--- src/rtl/mem_stage_lsu.sv ---
// RV64 memory-access stage: one outstanding req/gnt/rvalid access, store lane alignment, load extract/extend.
// Latency: load 3, store 2 stall cycles (zero-wait memory), +1 per gnt/rvalid wait; stall_mem freezes upstream until DONE.
module mem_stage_lsu #(
   parameter int XLEN = 64
) (
   input  logic            clk,
   input  logic            rst,
   input  logic            valid_mem,
   input  logic            memread_mem,
   input  logic            memwrite_mem,
   input  logic [2:0]      funct3_mem,
   input  logic [XLEN-1:0] aluresult_mem,
   input  logic [XLEN-1:0] storedata_mem,
   input  logic [4:0]      dst_mem,
   input  logic            memtoreg_mem,
   input  logic            regwrite_mem,
   output logic            dmem_req,
   output logic            dmem_we,
   output logic [XLEN-1:0] dmem_addr,
   output logic [XLEN-1:0] dmem_wdata,
   output logic [7:0]      dmem_wstrb,
   input  logic            dmem_gnt,
   input  logic            dmem_rvalid,
   input  logic [XLEN-1:0] dmem_rdata,
   output logic            stall_mem,
   output logic            mem_exc,
   output logic            memtoreg_out,
   output logic            regwrite_out,
   output logic [4:0]      dst_out,
   output logic [XLEN-1:0] dmemrd_out,
   output logic [XLEN-1:0] aluresult_out
);

   typedef enum logic [1:0] {IDLE, REQ, WAIT, DONE} state_t;

   state_t          state;
   logic [XLEN-1:0] ld_data;
   logic            memop;
   logic            is_load;
   logic            illegal;
   logic            misaligned;
   logic            bad;
   logic [2:0]      off;
   logic [5:0]      sh;
   logic [7:0]      strb;
   logic [XLEN-1:0] lane;
   logic [XLEN-1:0] ld_ext;

   assign memop   = valid_mem & (memread_mem | memwrite_mem);
   assign is_load = memread_mem;
   assign off     = aluresult_mem[2:0];
   assign sh      = {off, 3'b000};
   assign lane    = dmem_rdata >> sh;

   // A slot flagged both read and write is treated as a load.
   always_comb begin
      illegal    = is_load ? (funct3_mem == 3'b111) : funct3_mem[2];
      misaligned = 1'b0;
      case (funct3_mem[1:0])
         2'b01:   misaligned = off[0];
         2'b10:   misaligned = (off[1:0] != 2'b00);
         2'b11:   misaligned = (off != 3'b000);
         default: misaligned = 1'b0;
      endcase
   end

   assign bad = memop & (misaligned | illegal);

   always_comb begin
      strb = 8'hFF;
      case (funct3_mem[1:0])
         2'b00:   strb = 8'h01 << off;
         2'b01:   strb = 8'h03 << off;
         2'b10:   strb = 8'h0F << off;
         default: strb = 8'hFF;
      endcase
   end

   always_comb begin
      ld_ext = lane;
      case (funct3_mem)
         3'b000:  ld_ext = {{(XLEN-8){lane[7]}}, lane[7:0]};
         3'b001:  ld_ext = {{(XLEN-16){lane[15]}}, lane[15:0]};
         3'b010:  ld_ext = {{(XLEN-32){lane[31]}}, lane[31:0]};
         3'b100:  ld_ext = {{(XLEN-8){1'b0}}, lane[7:0]};
         3'b101:  ld_ext = {{(XLEN-16){1'b0}}, lane[15:0]};
         3'b110:  ld_ext = {{(XLEN-32){1'b0}}, lane[31:0]};
         default: ld_ext = lane;
      endcase
   end

   always_ff @(posedge clk) begin
      if (rst) begin
         state      <= IDLE;
         dmem_req   <= 1'b0;
         dmem_we    <= 1'b0;
         dmem_addr  <= '0;
         dmem_wdata <= '0;
         dmem_wstrb <= 8'h00;
         ld_data    <= '0;
      end else begin
         case (state)
            IDLE: begin
               if (memop && !bad) begin
                  dmem_req   <= 1'b1;
                  dmem_we    <= !is_load;
                  dmem_addr  <= {aluresult_mem[XLEN-1:3], 3'b000};
                  dmem_wdata <= is_load ? '0 : (storedata_mem << sh);
                  dmem_wstrb <= is_load ? 8'h00 : strb;
                  state      <= REQ;
               end
            end
            REQ: begin
               if (dmem_gnt) begin
                  dmem_req <= 1'b0;
                  state    <= dmem_we ? DONE : WAIT;
               end
            end
            WAIT: begin
               if (dmem_rvalid) begin
                  ld_data <= ld_ext;
                  state   <= DONE;
               end
            end
            DONE:    state <= IDLE;
            default: state <= IDLE;
         endcase
      end
   end

   assign stall_mem     = memop & !bad & (state != DONE);
   assign mem_exc       = bad;
   assign aluresult_out = aluresult_mem;
   assign dst_out       = dst_mem;
   assign memtoreg_out  = memtoreg_mem & valid_mem;
   assign dmemrd_out    = ld_data;
   // Memory ops only write back in DONE, so MEM/WB sees a bubble on every stall cycle.
   assign regwrite_out  = regwrite_mem & valid_mem & !bad & (!memop | (state == DONE));

endmodule

--- config.mk ---
export PLATFORM = sky130hd
export DESIGN_NAME = mem_stage_lsu
export DESIGN_NICKNAME = d
export VERILOG_FILES = /design/src/rtl/mem_stage_lsu.sv
export SDC_FILE = /design/constraint.sdc
export NUM_CORES = 1
export LEC_CHECK = 0
export BUFFER_PORTS_ARGS = -buffer_cell sky130_fd_sc_hd__buf_2
export CAP_MARGIN = 20
export CORE_AREA = 4 4 185 187
export DETAILED_ROUTE_END_ITERATION = 8
export DIE_AREA = 0 0 189 191
export PLACE_DENSITY_LB_ADDON = 0.15
export SETUP_SLACK_MARGIN = 0.1
export SLEW_MARGIN = 20
export SYNTH_ARGS = -nofsm -noshare
export SYNTH_HDL_FRONTEND = slang
export SYNTH_SLANG_ARGS = --single-unit
export TNS_END_PERCENT = 5
--- constraint.sdc ---
create_clock -name clk -period 2.1 [get_ports clk]
set_input_delay 0.315 -clock clk [delete_from_list [all_inputs] [get_ports clk]]
set_output_delay 0.315 -clock clk [all_outputs]
set_load 0.02 [all_outputs]
==> flow_summary.ini <==
[global_route]
top_usage_layer = met2
grtUsageMet1_pct = 29.3
grt_pass1_wl_mm = 66.9
met3_usage_pct = 5.17
grt_max_degree = 80
grt_pass1_vias = 11471
track_usage_pct = 23.4
use_met2_pct = 41.1
grt-ovfl-total = 0
antenna_found_initial = 3

[floorplan]
coreArea_um2 = 32500
initial_utilization_pct = 34.5
die_h_um = 191
rows = 66
die_area_um2 = 36100
ioPinCount = 484
die_x_um = 189

[detailed_routing]
drcViolationCount = 0
drt_wl_total_mm = 45.2
vias_per_cell = 5.10
drt_iter0_markers = 702
dr.pass1.iters = 6
ant_nets = 0
num_vias = 11552
wl_per_cell_um = 19.9

[power_and_ir_drop]
seqPwrFrac_pct = 35.4
pwr-share-clk_pct = 33.8
pwr-share-comb_pct = 30.8
switchingPower_mw = 4.40
intPower_mw = 8.13
leakagePower_nw = 6.70
vdd_ir_drop_max_mv = 0.658
power.total_mw = 12.5
p_sw_share_pct = 35.1
power_density_nw_per_um2 = 834

[clocking]
cts_inserted_buffers = 25
clkSinkCount = 201
tritoncts = yes
clock_latency_ns = 0.54
path_clk_slew_ns = 0.06
htreeDepth = 1
postCtsSetupRepairBufs = 0
cts_root_buf = clkbuf_16
clockBufferDepth = 3

[sta]
final_hold_viol_count = 0
timing.fmax_ghz = 0.525
drv_slew = 0
period_share_pct = 90.6
max_slew_margin_pct = 49.2
fin_ws_ns = 0.197
finClkSkew_ns = 0.0189
rsz0062_at_grt = true
setup_violations = 0
worst_pin_slew_ns = 0.762
min_period_ns = 1.90

[hold_path]
hold_class = in -> reg
hold_start = aluresult_mem[60]

[synthesis]
synth_top_area_cell = dfxtp_1
netlist_area_um2 = 11200
yosysUniqueCellTypes = 51
avgSynthCellArea_um2 = 8.19
synth_edf_count = 0
seq_area_frac_synth_pct = 35.9
ys_ff_latch = 201
ys.flop_type = dfxtp_1
synth_area_leaders = dfxtp_1 36%, nand2_1 8.0%, mux2i_1 6.7%
synthArstFlopShare_pct = 0
synth_cells = 1367
yosys_warnings = 0
yosys.area.top_type_share_pct = 35.9

[worst_setup_path]
cpLargestDelayFamily = compound AO/OA/AOI/OAI gates
reg2reg_from = state[1]
path_common_cell = buf_2
crit_arrival_ns = 1.59
required_ns = 1.78
max_stage_delay_ns = 0.21
cp_max_fo = 4
cp-start-kind = input port
path_cells = buf_2 > inv_1 > ha_1 > a21oi_2 > o21bai_2 > nand2_1 > a31oi_2 > nor2_1 > buf_2
crit_start = funct3_mem[1]
setup.worst_path.end_class = primary output
critPathBufInv = 3
critPathKind = in -> out
worst_path_max_delay_cell = a31oi_2

[finish]
drive_gt1_share_pct = 40.1
multi_input_area_um2 = 6130
nFillCells = 3292
regArea_um2 = 4030
final_nets = 2022
area_growth_pct = 34.2
final_util_pct = 46.3

[placement]
port_buffers = 470
gp_congestion = 0.914
dp_slack_ns = -0.289
hpwl_mm = 34.3

[run]
max-cap-violations = 0

[outcome]
status = complete, no violations
==> timing repair <==
item                                    in CTS  in global routing
pin swaps                                    0                  0
gates resized for setup                      1                 10
endpoints found under the setup margin      13                 97
endpoints found under the hold margin        1                  0
hold buffers                                 1                  0
==> kinds of logic after synthesis <==
family / Yosys count / synth area share [%]
AO/OA/AOI/OAI: 342 / 21.6
flip-flops: 201 / 35.9
buffers and inverters: 201 / 9.76
AND/OR/NAND/NOR: 490 / 18.8
adder cells (fa/ha/maj): 11 / 1.23
other: 1 / 0.0335
multiplexers: 121 / 12.6
==> path summary, 6_finish.rpt <==
kind | slack [ns] | cells past startpoint | end
hold / removal | 0.03 | 3 | dmem_addr[60]
hold reg to reg | 0.45 | 2 | dmem_addr[24]
setup / recovery | 0.20 | 9 | regwrite_out
setup reg to reg | 0.23 | 8 | dmem_wdata[14]
==> per-stage QoR <==
stage	hold slack, ns	std cells	setup TNS (ns)	cell area [µm²]
after CTS	0.00169	2263	0	15000
after floorplan	0.451	1369	0	11200
after detailed placement	0.442	2216	-21.83	14200
after global placement	0.437	2216	-19.20	14200
final	0.0293	2265	0	15000
after global routing	0.00115	2264	0	15000
==> cells in the final DEF (no fill, tap or decap), types with 4 or more instances in the layout <==
| cell | n |
|---|---|
| dfxtp_1 | 200 |
| nand2b_1 | 9 |
| mux2i_1 | 75 |
| nand3_1 | 17 |
| clkbuf_1 | 7 |
| mux4_2 | 12 |
| buf_2 | 467 |
| clkinv_2 | 5 |
| ha_1 | 11 |
| nor3_1 | 19 |
| nand4_1 | 8 |
| or2_2 | 6 |
| inv_1 | 8 |
| o22ai_1 | 4 |
| o21ai_0 | 21 |
| buf_12 | 12 |
| o221ai_1 | 7 |
| a21o_1 | 4 |
| a21oi_1 | 136 |
| o2bb2ai_1 | 23 |
| nor2b_1 | 25 |
| nor2_1 | 127 |
| nand2_1 | 240 |
| clkbuf_16 | 25 |
| mux2_2 | 31 |
| o211ai_1 | 5 |
| a22o_1 | 11 |
| a211oi_1 | 67 |
| buf_4 | 111 |
| a211oi_2 | 30 |
| or3_1 | 30 |
| a221oi_1 | 9 |
| buf_6 | 4 |
==> cells in the mapped netlist, types with 3 or more instances <==
| master | instances |
|---|---|
| a22o_1 | 11 |
| nor3_1 | 20 |
| a21oi_1 | 137 |
| nand3_1 | 17 |
| nor2b_1 | 25 |
| mux4_2 | 12 |
| a31oi_1 | 3 |
| buf_4 | 75 |
| a211oi_2 | 31 |
| o2bb2ai_1 | 23 |
| a211oi_1 | 67 |
| buf_2 | 21 |
| or3_1 | 30 |
| a21o_1 | 4 |
| nor2_1 | 128 |
| mux2i_1 | 75 |
| ha_1 | 11 |
| buf_1 | 11 |
| o221ai_1 | 7 |
| o32a_1 | 3 |
| inv_1 | 12 |
| mux2_2 | 31 |
| nand2b_1 | 9 |
| or2_2 | 6 |
| o211ai_1 | 5 |
| buf_6 | 4 |
| o22ai_1 | 5 |
| dfxtp_1 | 201 |
| a221oi_1 | 9 |
| nand4_1 | 8 |
| clkbuf_1 | 78 |
| o21ai_0 | 22 |
| nand2_1 | 240 |
==> layout make-up <==
| cell class | instances | area share (%) |
|---|---|---|
| Inverter | 12 | 0.300 |
| Timing Repair Buffer | 595 | 23.1 |
| Antenna cell | 2 | 0.0333 |
| Clock inverter | 11 | 0.716 |
| Tap cell | 442 | 3.68 |
| Multi-Input combinational cell | 967 | 40.8 |
| Clock buffer | 35 | 4.61 |
| Sequential cell | 201 | 26.8 |
==> per-layer routing <==
layer	up-vias	part of all wire, %
li1	5615	-
met1	5463	41
met2	399	50
met3	71	7.1
met4	4	2.1
met5	-	0.046
==> sequential cells by signal (all words and copies together) (netlist names) <==
name,flops
dmem_wdata,64
dmemrd_out,64
dmem_addr,61
dmem_wstrb,8
state,2
dmem_req,1
dmem_we,1
==> power groups by stage <==
| stage | combinational [mW] | sequential (mW) | clock, mW |
|---|---|---|---|
| after floorplan | 1.92 | 4.94 | 0 |
| after global placement | 3.83 | 4.50 | 0 |
| after detailed placement | 3.86 | 4.51 | 0 |
| after CTS | 3.88 | 4.43 | 4.35 |
| after global routing | 4.20 | 4.49 | 4.53 |
| final | 3.86 | 4.44 | 4.23 |
==> tightest hold or removal path: stages <==
cell	delay, ns
buf_2	0.10
nand2_1	0.05
a21oi_1	0.05
No activity file was read; power rests on OpenSTA's default activity.
